File: config.mk
export PLATFORM = sky130hd
export DESIGN_NAME = step_run_ctrl_flat
export DESIGN_NICKNAME = d
export VERILOG_FILES = /design/src/rtl/step_run_ctrl_if.sv /design/src/rtl/step_run_ctrl.sv /design/src/flat_wrapper.sv
export SDC_FILE = /design/constraint.sdc
export NUM_CORES = 1
export LEC_CHECK = 0
export BUFFER_PORTS_ARGS = -buffer_cell sky130_fd_sc_hd__buf_2
export CAP_MARGIN = 20
export CORE_MARGIN = 8
export CORE_UTILIZATION = 45
export CTS_CLUSTER_DIAMETER = 100
export DETAILED_ROUTE_END_ITERATION = 8
export PLACE_DENSITY_LB_ADDON = 0.05
export REMOVE_ABC_BUFFERS = 1
export SYNTH_ARGS = -nofsm -noshare
export SYNTH_HDL_FRONTEND = slang
export SYNTH_SLANG_ARGS = --single-unit
File: constraint.sdc
create_clock -name clk -period 3.61 [get_ports clk]
set_clock_uncertainty 0.15 [all_clocks]
set_input_delay 0.722 -clock clk [delete_from_list [all_inputs] [get_ports clk]]
set_output_delay 0.722 -clock clk [all_outputs]
set_load 0.005 [all_outputs]
File: src/rtl/step_run_ctrl_if.sv
// Host command port of the run/halt/step controller: one command per accepted valid/ready beat.
interface step_run_ctrl_if #(
    parameter int CNT_W = 32
) ();
    logic             cmd_valid;
    logic             cmd_ready;
    logic [2:0]       cmd_op;
    logic [CNT_W-1:0] cmd_arg;

    modport master (output cmd_valid, output cmd_op, output cmd_arg, input  cmd_ready);
    modport slave  (input  cmd_valid, input  cmd_op, input  cmd_arg, output cmd_ready);
endinterface

File: src/rtl/step_run_ctrl.sv
// Run/halt/single-step controller for the single-cycle core: gates datapath commit,
// halts on PC breakpoint or EBREAK fetch, and counts retired instructions.
//
// state  | meaning
// S_HALT | core frozen, waiting for RUN or STEP
// S_RUN  | free running until breakpoint, EBREAK or host HALT
// S_STEP | running until step_rem instructions have committed
module step_run_ctrl #(
    parameter int PC_W  = 9,
    parameter int CNT_W = 32
) (
    input  logic                 clk,
    input  logic                 rst,
    step_run_ctrl_if.slave       cmd,
    input  logic [PC_W-1:0]      pc_cur,
    input  logic [31:0]          instr,
    output logic                 core_en,
    output logic                 halted,
    output logic [2:0]           halt_cause,
    output logic                 halt_evt,
    output logic [CNT_W-1:0]     retired_cnt
);
    typedef enum logic [1:0] {S_HALT, S_RUN, S_STEP} state_t;

    localparam logic [2:0] OP_RUN     = 3'd0;
    localparam logic [2:0] OP_HALT    = 3'd1;
    localparam logic [2:0] OP_STEP    = 3'd2;
    localparam logic [2:0] OP_SET_BP  = 3'd3;
    localparam logic [2:0] OP_CLR_BP  = 3'd4;
    localparam logic [2:0] OP_CLR_CNT = 3'd5;

    localparam logic [2:0] CAUSE_HOST = 3'd1;
    localparam logic [2:0] CAUSE_BP   = 3'd2;
    localparam logic [2:0] CAUSE_EB   = 3'd3;
    localparam logic [2:0] CAUSE_STEP = 3'd4;

    localparam logic [31:0] EBREAK = 32'h0010_0073;

    state_t           state_q, state_d;
    logic [2:0]       cause_q, cause_d;
    logic [CNT_W-1:0] step_q, step_d;
    logic             skip_q, skip_d;
    logic             bp_valid_q;
    logic [PC_W-1:0]  bp_addr_q;
    logic             evt_q;
    logic [CNT_W-1:0] cnt_q;

    logic cmd_acc;
    logic hit_bp;
    logic hit_eb;

    assign cmd_acc = cmd.cmd_valid & cmd.cmd_ready;
    // skip masks both halt sources so the resume instruction always executes
    assign hit_bp  = bp_valid_q & (pc_cur == bp_addr_q) & ~skip_q;
    assign hit_eb  = (instr == EBREAK) & ~skip_q;

    always_ff @(posedge clk or negedge rst) begin
        if (!rst) begin
            state_q    <= S_HALT;
            cause_q    <= 3'd0;
            step_q     <= '0;
            skip_q     <= 1'b0;
            evt_q      <= 1'b0;
            bp_valid_q <= 1'b0;
            bp_addr_q  <= '0;
            cnt_q      <= '0;
        end else begin
            state_q <= state_d;
            cause_q <= cause_d;
            step_q  <= step_d;
            skip_q  <= skip_d;
            evt_q   <= (state_q != S_HALT) && (state_d == S_HALT);
            if (cmd_acc && cmd.cmd_op == OP_SET_BP) begin
                bp_addr_q  <= cmd.cmd_arg[PC_W-1:0];
                bp_valid_q <= 1'b1;
            end else if (cmd_acc && cmd.cmd_op == OP_CLR_BP) begin
                bp_valid_q <= 1'b0;
            end
            if (cmd_acc && cmd.cmd_op == OP_CLR_CNT)
                cnt_q <= '0;
            else if (core_en && !(&cnt_q))
                cnt_q <= cnt_q + CNT_W'(1);
        end
    end

    always_comb begin
        state_d = state_q;
        cause_d = cause_q;
        step_d  = step_q;
        skip_d  = skip_q;
        if (core_en)
            skip_d = 1'b0;
        case (state_q)
            S_HALT: begin
                if (cmd_acc && cmd.cmd_op == OP_RUN) begin
                    state_d = S_RUN;
                    skip_d  = 1'b1;
                end else if (cmd_acc && cmd.cmd_op == OP_STEP) begin
                    state_d = S_STEP;
                    skip_d  = 1'b1;
                    step_d  = (cmd.cmd_arg == '0) ? CNT_W'(1) : cmd.cmd_arg;
                end
            end
            S_RUN: begin
                if (hit_bp) begin
                    state_d = S_HALT;
                    cause_d = CAUSE_BP;
                end else if (hit_eb) begin
                    state_d = S_HALT;
                    cause_d = CAUSE_EB;
                end else if (cmd_acc && cmd.cmd_op == OP_HALT) begin
                    state_d = S_HALT;
                    cause_d = CAUSE_HOST;
                end
            end
            S_STEP: begin
                if (hit_bp) begin
                    state_d = S_HALT;
                    cause_d = CAUSE_BP;
                end else if (hit_eb) begin
                    state_d = S_HALT;
                    cause_d = CAUSE_EB;
                end else begin
                    step_d = step_q - CNT_W'(1);
                    if (step_q == CNT_W'(1)) begin
                        state_d = S_HALT;
                        cause_d = CAUSE_STEP;
                    end else if (cmd_acc && cmd.cmd_op == OP_HALT) begin
                        state_d = S_HALT;
                        cause_d = CAUSE_HOST;
                    end
                end
            end
            default: state_d = S_HALT;
        endcase
    end

    always_comb begin
        cmd.cmd_ready = rst;
        core_en       = (state_q != S_HALT) & ~hit_bp & ~hit_eb;
        halted        = (state_q == S_HALT);
        halt_cause    = cause_q;
        halt_evt      = evt_q;
        retired_cnt   = cnt_q;
    end
endmodule

File: src/flat_wrapper.sv
// flat-port wrapper written by rule: the top's interface ports become plain ports
module step_run_ctrl_flat 
#(
    parameter int PC_W  = 9,
    parameter int CNT_W = 32
)
  (clk, rst, pc_cur, instr, core_en, halted, halt_cause, halt_evt, retired_cnt, cmd_cmd_valid, cmd_cmd_op, cmd_cmd_arg, cmd_cmd_ready);
  step_run_ctrl_if #(.CNT_W(CNT_W)) cmd_i ();
  input  logic clk;
  input  logic rst;
  input  logic [PC_W-1:0] pc_cur;
  input  logic [31:0] instr;
  output logic core_en;
  output logic halted;
  output logic [2:0] halt_cause;
  output logic halt_evt;
  output logic [CNT_W-1:0] retired_cnt;
  input wire logic [$bits(cmd_i.cmd_valid)-1:0] cmd_cmd_valid;
  input wire logic [$bits(cmd_i.cmd_op)-1:0] cmd_cmd_op;
  input wire logic [$bits(cmd_i.cmd_arg)-1:0] cmd_cmd_arg;
  output wire logic [$bits(cmd_i.cmd_ready)-1:0] cmd_cmd_ready;
  assign cmd_i.cmd_valid = cmd_cmd_valid;
  assign cmd_i.cmd_op = cmd_cmd_op;
  assign cmd_i.cmd_arg = cmd_cmd_arg;
  assign cmd_cmd_ready = cmd_i.cmd_ready;
  step_run_ctrl #(.PC_W(PC_W), .CNT_W(CNT_W)) u_core (.clk(clk), .rst(rst), .cmd(cmd_i), .pc_cur(pc_cur), .instr(instr), .core_en(core_en), .halted(halted), .halt_cause(halt_cause), .halt_evt(halt_evt), .retired_cnt(retired_cnt));
endmodule
==> flow_metrics.env, run 1 <==
export IMPL_status="complete, no violations"
export IMPL_vias=5261
export IMPL_port_buffers=117
export IMPL_ant_nets=0
export IMPL_rows=39
export IMPL_yosysTopAreaCellShare_pct=39.1
export IMPL_post_cts_repair_setup_buffers=0
export IMPL_crit_path_start_kind="primary input"
export IMPL_pre_cts_ws_ns=0.530
export IMPL_synth_cell_area_sq_um=5190
export IMPL_clockBufferDepth=2
export IMPL_ys_seq_area_share_pct=39.1
export IMPL_synth_warning_count=0
export IMPL_die_w_microns=123
export IMPL_cts_root_buffer="clkbuf_16"
export IMPL_cp_required_ns=3.70
export IMPL_cts_sinks=81
export IMPL_drive_above_1_share_pct=23.6
export IMPL_fp_dieH_microns=123
export IMPL_clock_latency_ns=0.35
export IMPL_nets=796
export IMPL_diodes=0
export IMPL_gp_congestion=0.838
export IMPL_power_per_cell_area_nw_per_um2=581
export IMPL_worstMarginPinSlew_ns=0.861
export IMPL_drt_initial_drc_count=340
export IMPL_syn_inst=596
export IMPL_p_leak_nw=2.70
export IMPL_wl_per_cell_microns=18.8
export IMPL_vdd_drop_max_uv=350
export IMPL_grt_usage_pct=21.5
export IMPL_ys_seq_elements=81
export IMPL_clk_pin_slew_worst_paths_ns=0.06
export IMPL_rrSetupSlack_ns=0.66
export IMPL_yosysTopAreaCell="dfrtp_1"
export IMPL_grt_max_degree=51
export IMPL_max_freq_ghz=0.319
export IMPL_route_detailed_drc=0
export IMPL_synth_cell_types=65
export IMPL_antenna_found_initial=0
export IMPL_setup_slack_ns=0.472
export IMPL_fin_crit_sh_pct=86.9
export IMPL_cap_violations=0
export IMPL_whs_endpoint="u_core.halt_cause[0]"
export IMPL_hpwl_mm=11.9
export IMPL_tritoncts="yes"
export IMPL_critPathCaptureType="register"
export IMPL_die_area_sq_um=15200
export IMPL_cp_max_fo=15
export IMPL_r2r_end="u_core.step_q[5]"
export IMPL_hold_class="reg -> reg"
export IMPL_netlist_top_cells_area="dfrtp_1, a21oi_1, nand2_1"
export IMPL_final_hold_viol_count=0
export IMPL_r2r_cells=6
export IMPL_crit_type="in -> reg"
export IMPL_synth_avg_cell_area_sq_um=8.71
export IMPL_grt_first_pass_wirelength_mm=25.9
export IMPL_start_util_pct=45.8
export IMPL_grt_pass1_vias=5151
export IMPL_synth_edff_count=0
export IMPL_async_reset_ff_share_pct=100
export IMPL_hold_depth=1
export IMPL_slew_headroom_pct=42.6
export IMPL_ys_flop_type="dfrtp_1"
export IMPL_ctsHtreeMaxLevel=3
export IMPL_grt_setup_unrepaired="no"
export IMPL_min_period_ns=3.14
export IMPL_core_area_sq_um=11300
export IMPL_first_pass_iters=5
export IMPL_cts_buffers=9
export IMPL_cp_arrival_ns=3.23
export IMPL_final_max_slew_viol_count=0
export IMPL_areaGrowthSynthToFinish_pct=20.5
export IMPL_io_pins=118
export IMPL_routed_wl_mm=16.1
export IMPL_grt_overflow_total=0
export IMPL_r2r_start="u_core.state_q[1]"
export IMPL_vias_per_cell=6.13
export IMPL_setup_tns_ns=0
export IMPL_setup_viol_count_final=0
export IMPL_min_from="u_core.halt_cause[0]"
==> routing by layer <==
| layer | share of wire [%] | up-vias | GRT usage (%) |
|---|---|---|---|
| li1 | - | 2514 | - |
| met1 | 42 | 2580 | 25.4 |
| met2 | 51 | 136 | 37.7 |
| met3 | 4.9 | 31 | 3.56 |
| met4 | 2.7 | 0 | 9.48 |
| met5 | 0 | - | 0 |
==> cell usage in the layout, fill, tap and decap left out, types with 6 or more instances in the layout <==
master / synthesis / final
buf_2: 7 / 116
dfrtp_1: 81 / 81
nand2_1: 58 / 58
a21oi_1: 45 / 45
o21ai_0: 38 / 38
nand3_1: 32 / 32
nor2_1: 28 / 28
nor4_1: 26 / 26
or3_1: 25 / 25
inv_1: 20 / 20
nand4_1: 19 / 19
nor3_1: 19 / 19
buf_4: 2 / 15
and3_1: 13 / 13
or4_1: 12 / 12
a32o_1: 10 / 10
mux2_2: 10 / 10
and2_1: 9 / 9
o22ai_1: 9 / 9
and4_1: 9 / 9
clkbuf_16: 0 / 9
xnor2_1: 8 / 8
o31ai_1: 7 / 7
ha_1: 7 / 7
o2bb2ai_1: 6 / 6
mux2i_1: 6 / 6
==> how the worst max path moves through the flow <==
stage,start,end,slack [ns],cells past startpoint
after floorplan,u_core.state_q[0],u_core.step_q[27],0.13,7
after global placement,pc_cur[0],u_core.step_q[4],0.60,7
after detailed placement,pc_cur[0],u_core.step_q[4],0.53,7
after CTS,rst,cmd_cmd_ready,0.46,4
after global routing,rst,u_core.step_q[5],0.36,7
final,rst,u_core.step_q[5],0.47,7
==> cells in the mapped netlist, drive strengths merged, types with 5 or more instances <==
| library cell | instances |
|---|---|
| dfrtp | 81 |
| nand2 | 59 |
| a21oi | 47 |
| o21ai | 38 |
| nand3 | 33 |
| nor2 | 28 |
| nor4 | 28 |
| or3 | 26 |
| inv | 20 |
| nand4 | 19 |
| nor3 | 19 |
| clkbuf | 15 |
| buf | 14 |
| and3 | 13 |
| or4 | 13 |
| and2 | 11 |
| a32o | 10 |
| mux2 | 10 |
| o22ai | 10 |
| and4 | 9 |
| xnor2 | 8 |
| ha | 7 |
| o31ai | 7 |
| mux2i | 6 |
| o2bb2ai | 6 |
| a22oi | 5 |
| nand2b | 5 |
==> critical path: stages <==
cell           delay (ns)
dlygate4sd3_1        0.56
buf_4                0.15
and3b_1              0.22
nand2_1              0.15
o22a_1               0.34
a21oi_2              0.67
mux2_2               0.41
==> final cells by class <==
cell class	count	area, sq um
Sequential cell	81	2030
Timing Repair Buffer	132	703
Clock inverter	6	90.1
Multi-Input combinational cell	466	2940
Tap cell	143	179
Inverter	20	75.1
Fill cell	1089	5070
Clock buffer	10	239
==> kinds of logic (layout without fill, tap and decap cells) <==
kind of cell / count (synthesis) / after routing / synth area share [%]
buf+inv: 49 / 168 / 4.32
flops: 81 / 81 / 39.1
compound gates: 153 / 153 / 19.1
mux: 16 / 16 / 3.33
simple gates: 281 / 281 / 30.9
fa+ha+maj: 7 / 7 / 1.69
xor+xnor: 9 / 9 / 1.52
==> state kept, by name, summed over array words and instances (netlist names) <==
signal              count
u_core.state_q          2
u_core.halt_cause       3
u_core.skip_q           1
u_core.bp_valid_q       1
u_core.halt_evt         1
u_core.retired_cnt     32
u_core.step_q          32
u_core.bp_addr_q        9
==> power by group <==
group          switching [mW]  internal (mW)  total [mW]
Combinational           0.622          0.493        1.11
Clock                   0.393          0.627        1.02
Sequential              0.314           1.18        1.50
Total                    1.33           2.30        3.63
==> metrics by stage <==
| step | hold slack [ns] | total power, mW | util, % | cell area [sq um] | cells |
|---|---|---|---|---|---|
| global route | 0.385 | 3.85 | 55.2 | 6250 | 858 |
| detailed placement | 0.356 | 2.62 | 52.2 | 5910 | 841 |
| finish | 0.362 | 3.63 | 55.2 | 6250 | 858 |
| floorplan | 0.276 | 2.17 | - | 5040 | 567 |
| global placement | 0.338 | 2.57 | 52.2 | 5910 | 841 |
| CTS | 0.370 | 3.64 | 55.2 | 6250 | 858 |
==> timing repair <==
item	CTS	global route
resized for setup	0	0
hold buffers	1	0
hold endpoints to repair	1	0
(Power assumes the default switching activity.)
==> run 2: changes to the inputs <==
- PLACE_DENSITY: not set -> 0.66
- PLACE_DENSITY_LB_ADDON: 0.05 -> not set
==> run 2 against run 1 <==
Global-route usage about the same. Sequential share of layout area up 0.20 points. Critical path depth up 1. Worst setup slack better by 0.19 ns. Wire length down 0.42%. Fmax up 6.3%. Critical endpoint is now core_en.
==> flow_metrics.env, run 2 (same netlist as run 1, synthesis figures left out) <==
export IMPL_status="complete, no violations"
export IMPL_clk_pin_slew_worst_paths_ns=0.06
export IMPL_io_pins=118
export IMPL_max_stage_delay_ns=0.33
export IMPL_p_total_mw=3.56
export IMPL_setup_viol_count_final=0
export IMPL_power_per_cell_area_nw_per_um2=573
export IMPL_hpwl_mm=11.8
export IMPL_pre_cts_ws_ns=0.466
export IMPL_cp_required_ns=2.74
export IMPL_max_freq_ghz=0.339
export IMPL_areaGrowthSynthToFinish_pct=19.7
export IMPL_grt_max_degree=65
export IMPL_dpl_cell_area_sq_um=5900
export IMPL_slew_headroom_pct=43.2
export IMPL_fp_dieH_microns=123
export IMPL_slowest_stage="or3_1"
export IMPL_crit_buf_inv=4
export IMPL_core_area_sq_um=11300
export IMPL_setup_slack_ns=0.657
export IMPL_fin_crit_sh_pct=81.8
export IMPL_clock_latency_ns=0.34
export IMPL_p_leak_nw=2.68
export IMPL_tritoncts="yes"
export IMPL_setup_tns_ns=0
export IMPL_cts_buffers=9
export IMPL_hold_slack_ns=0.105
export IMPL_antenna_found_initial=0
export IMPL_dp_cells=840
export IMPL_cts_root_buffer="clkbuf_16"
export IMPL_vias=5332
export IMPL_wl_per_cell_microns=18.7
export IMPL_stdcell_count=856
export IMPL_post_cts_repair_setup_buffers=0
export IMPL_final_util_pct=54.9
export IMPL_drt_initial_drc_count=336
export IMPL_final_max_slew_viol_count=0
export IMPL_grt_setup_unrepaired="no"
export IMPL_final_hold_viol_count=0
export IMPL_start_util_pct=45.8
export IMPL_drive_above_1_share_pct=23.4
export IMPL_die_area_sq_um=15200
export IMPL_final_common_cell="buf_2"
export IMPL_cts_hold_fix_buffers=0
export IMPL_grt_first_pass_wirelength_mm=26.0
export IMPL_diodes=0
export IMPL_cap_violations=0
export IMPL_gp_congestion=0.862
export IMPL_port_buffers=117
export IMPL_vias_per_cell=6.23
export IMPL_routed_wl_mm=16.0
export IMPL_ctsResizeCount=0
export IMPL_ant_nets=0
export IMPL_critPathCaptureType="primary output"
export IMPL_vdd_drop_max_uv=328
export IMPL_final_cell_mix="buf_2, dfrtp_1, nand2_1"
export IMPL_min_period_ns=2.95
export IMPL_crit_path_start_kind="primary input"
export IMPL_grt_overflow_total=0
export IMPL_rows=39
export IMPL_final_cell_area_sq_um=6210
export IMPL_die_w_microns=123
export IMPL_route_detailed_drc=0
export IMPL_hold_class="in -> async"
export IMPL_cts_sinks=81
export IMPL_clockBufferDepth=2
export IMPL_grt_usage_pct=21.5
export IMPL_ctsHtreeMaxLevel=3
export IMPL_cp_arrival_ns=2.08
export IMPL_worstMarginPinSlew_ns=0.852
export IMPL_cp_top_family="simple AND/OR/NAND/NOR gates"
export IMPL_crit_chain="buf_2, xor2_1, or3_1, nor4_1, buf_4, or3_1, inv_1, buf_2"
export IMPL_crit_type="in -> out"
export IMPL_cp_max_fo=5
export IMPL_nets=794
export IMPL_grt_pass1_vias=5269
export IMPL_first_pass_iters=7
run 2: cell count changes in the layout (fill, tap and decap cells not counted), sizes merged:
cell	delta
inv	-1
buf	-1
dlygate4sd3	-1
bufinv	-1
clkbuf	+2
run 2: final timing paths:
check	from	end	slack (ns)	cells after the start
worst max-delay path	pc_cur[0]	core_en	0.66	8
worst min-delay path	rst	u_core.bp_valid_q	0.11	1
worst max register to register	u_core.state_q[0]	u_core.step_q[5]	0.66	6
worst min register to register	u_core.halt_cause[0]	u_core.halt_cause[0]	0.34	1
max in group asynchronous	rst	u_core.step_q[19]	2.06	2
min in group clk	u_core.halt_cause[0]	u_core.halt_cause[0]	0.34	1
run 2: worst register-to-register path, cell delays in order, from the launching register on:
cell and delay, ns:
dfrtp_1 0.44, inv_1 0.13, ha_1 0.55, nand2_1 0.18, o22a_1 0.32, a21oi_2 0.63
mux2_2 0.42
run 2: layout make-up:
type                    count  area (sq um)
flip-flops and latches     81          2030
multi-input cells         466          2940
repair buffers            130           686
fillers                  1040          5110
well taps                 143           179
inverters                  20          75.1
clock buffers              12           256
clock inverters             4          51.3
run 2: layer usage:
metal,part of all wire (%),up-vias,global-route usage [%]
li1,-,2512,-
met1,42,2597,25.8
met2,51,195,37.3
met3,5.2,28,3.52
met4,2.0,0,9.18
met5,0,-,0
run 2: power by group:
group | switching (mW) | internal [mW] | total (mW)
logic | 0.616 | 0.490 | 1.11
registers | 0.322 | 1.18 | 1.50
clock network | 0.375 | 0.574 | 0.948
total | 1.31 | 2.25 | 3.56
==> run 3: changes to the inputs <==
- PLACE_DENSITY: 0.66 -> 0.69
- clock period: 3.61 -> 2.5 ns (I/O delays scaled with it)
==> run 3 against run 2 <==
The run now ends with negative setup slack left. Via count increased by 4.2%. Sequential share of layout area decreased by 2.3 points. Worst setup slack got worse by 0.67 ns. Total power increased by 48%. Wire length increased by 5.2%. Critical endpoint unchanged.
==> flow_metrics.env, run 3 (same netlist as run 1, synthesis figures left out) <==
export IMPL_nets=848
export IMPL_tritoncts="yes"
export IMPL_grt_max_degree=46
export IMPL_slew_headroom_pct=58.8
export IMPL_cp_max_fo=3
export IMPL_slowest_stage="dfrtp_1"
export IMPL_r2r_cells=7
export IMPL_n_fill_cell=1003
export IMPL_status="complete, but fails checks"
export IMPL_die_w_microns=123
export IMPL_io_pins=118
export IMPL_setup_viol_count_final=1
export IMPL_violations="negative setup slack"
export IMPL_grt_usage_pct=22.9
export IMPL_gp_congestion=0.917
export IMPL_cts_sinks=81
export IMPL_start_util_pct=45.8
export IMPL_r2r_start="u_core.bp_addr_q[0]"
export IMPL_ant_nets=0
export IMPL_grt_overflow_total=0
export IMPL_crit_path_frequent_cell="or3_4"
export IMPL_grt_setup_unrepaired="yes"
export IMPL_routed_wl_mm=16.9
export IMPL_cts_root_buffer="clkbuf_16"
export IMPL_max_freq_ghz=0.397
export IMPL_cts_buffers=9
export IMPL_dp_cells=893
export IMPL_port_buffers=117
export IMPL_max_stage_delay_ns=0.39
export IMPL_core_area_sq_um=11300
export IMPL_fin_crit_sh_pct=101
export IMPL_final_cell_mix="buf_2, dfrtp_1, buf_4"
export IMPL_pre_cts_ws_ns=-0.277
export IMPL_crit_path_start_kind="register"
export IMPL_setup_slack_ns=-0.0158
export IMPL_final_max_slew_viol_count=0
export IMPL_p_total_mw=5.26
export IMPL_stdcell_count=909
export IMPL_grt_pass1_vias=5596
export IMPL_drt_initial_drc_count=410
export IMPL_grt_first_pass_wirelength_mm=27.7
export IMPL_r2r_end="u_core.step_q[7]"
export IMPL_critPathCaptureType="primary output"
export IMPL_p_leak_nw=2.95
export IMPL_vias=5555
export IMPL_diodes=0
export IMPL_cap_violations=0
export IMPL_fp_dieH_microns=123
export IMPL_worstMarginPinSlew_ns=0.614
export IMPL_crit_type="reg -> out"
export IMPL_crit_chain="xor2_1, or3_4, nor4_2, buf_4, or3_4, inv_1, buf_2"
export IMPL_antenna_found_initial=0
export IMPL_cp_required_ns=1.85
export IMPL_vias_per_cell=6.11
export IMPL_rrSetupSlack_ns=0.03
export IMPL_route_detailed_drc=0
export IMPL_die_area_sq_um=15200
export IMPL_first_pass_iters=5
export IMPL_final_cell_area_sq_um=6680
export IMPL_ctsHtreeMaxLevel=3
export IMPL_vdd_drop_max_uv=388
export IMPL_final_hold_viol_count=0
export IMPL_drive_above_1_share_pct=30.4
export IMPL_hold_class="in -> async"
export IMPL_min_period_ns=2.52
export IMPL_power_per_cell_area_nw_per_um2=789
export IMPL_cp_arrival_ns=1.87
export IMPL_wl_per_cell_microns=18.6
export IMPL_clock_latency_ns=0.35
export IMPL_clockBufferDepth=2
export IMPL_dpl_cell_area_sq_um=6340
export IMPL_hpwl_mm=12.8
export IMPL_areaGrowthSynthToFinish_pct=28.6
export IMPL_final_common_cell="buf_2"
export IMPL_cts_hold_fix_buffers=0
export IMPL_clk_pin_slew_worst_paths_ns=0.06
export IMPL_rows=39
run 3: changes by cell type in the layout (fill, tap and decap cells not counted), sizes merged:
cell / change
buf: +54
bufinv: -1
clkbuf: -3
clkinv: +3
run 3: worst max path at each step:
stage | startpoint | endpoint | slack [ns] | depth (start not counted)
2_1_floorplan | u_core.state_q[0] | u_core.step_q[27] | -0.98 | 7
3_3_place_gp | rst | u_core.step_q[4] | -0.26 | 9
3_5_place_dp | rst | u_core.step_q[4] | -0.28 | 9
4_1_cts | u_core.bp_addr_q[0] | core_en | -0.07 | 7
5_1_grt | u_core.bp_addr_q[0] | core_en | -0.12 | 7
6_report | u_core.bp_addr_q[0] | core_en | -0.02 | 7
run 3: per-layer routing:
metal,GRT usage [%],part of all wire (%),up-vias,wire [microns]
met2,38.6,50,217,8480
li1,-,-,2630,-
met1,27.6,41,2680,6940
met3,4.89,6.4,28,1080
met4,10.2,2.2,0,369
met5,0,0,-,0
run 3: power breakdown:
| part | internal, mW | leakage, nW | switching [mW] | total, mW |
|---|---|---|---|---|
| sequential | 1.71 | 1.02 | 0.438 | 2.14 |
| clock | 0.661 | 0.131 | 0.544 | 1.21 |
| combinational | 0.914 | 1.80 | 1.00 | 1.91 |
run 3: final cells by class:
type	instances	area [sq um]	share of cell area [%]
clock inverter	6	36.3	0.544
clock buffer	9	225	3.37
multi-input combinational	466	3000	44.9
inverter	20	75.1	1.12
timing repair buffer	184	1140	17.0
tap	143	179	2.68
sequential	81	2030	30.4
run 3: timing repair:
item | CTS | global route
gates cloned | 0 | 0
pin swaps | 3 | 0
setup buffers | 0 | 1
setup endpoints to repair | 8 | 31
resized for setup | 6 | 9
endpoints found under the hold margin | 0 | 0
run 3: critical path: cells and delay by family (launching register included):
| family | cells | cell delay [ns] |
|---|---|---|
| buffers and inverters | 3 | 0.32 |
| DFF | 1 | 0.39 |
| xor gates and xnor gates | 1 | 0.16 |
| and+or+nand+nor | 3 | 0.65 |
run 3: stage by stage:
stage	utilization, %	hold WS, ns	setup TNS (ns)
detailed placement	56.0	0.348	-10.22
floorplan	-	0.0544	-20.79
CTS	58.5	0.0978	-0.0716
global placement	56.0	0.346	-8.42
finish	59.0	0.0175	-0.0158
global route	59.0	0.0458	-0.449
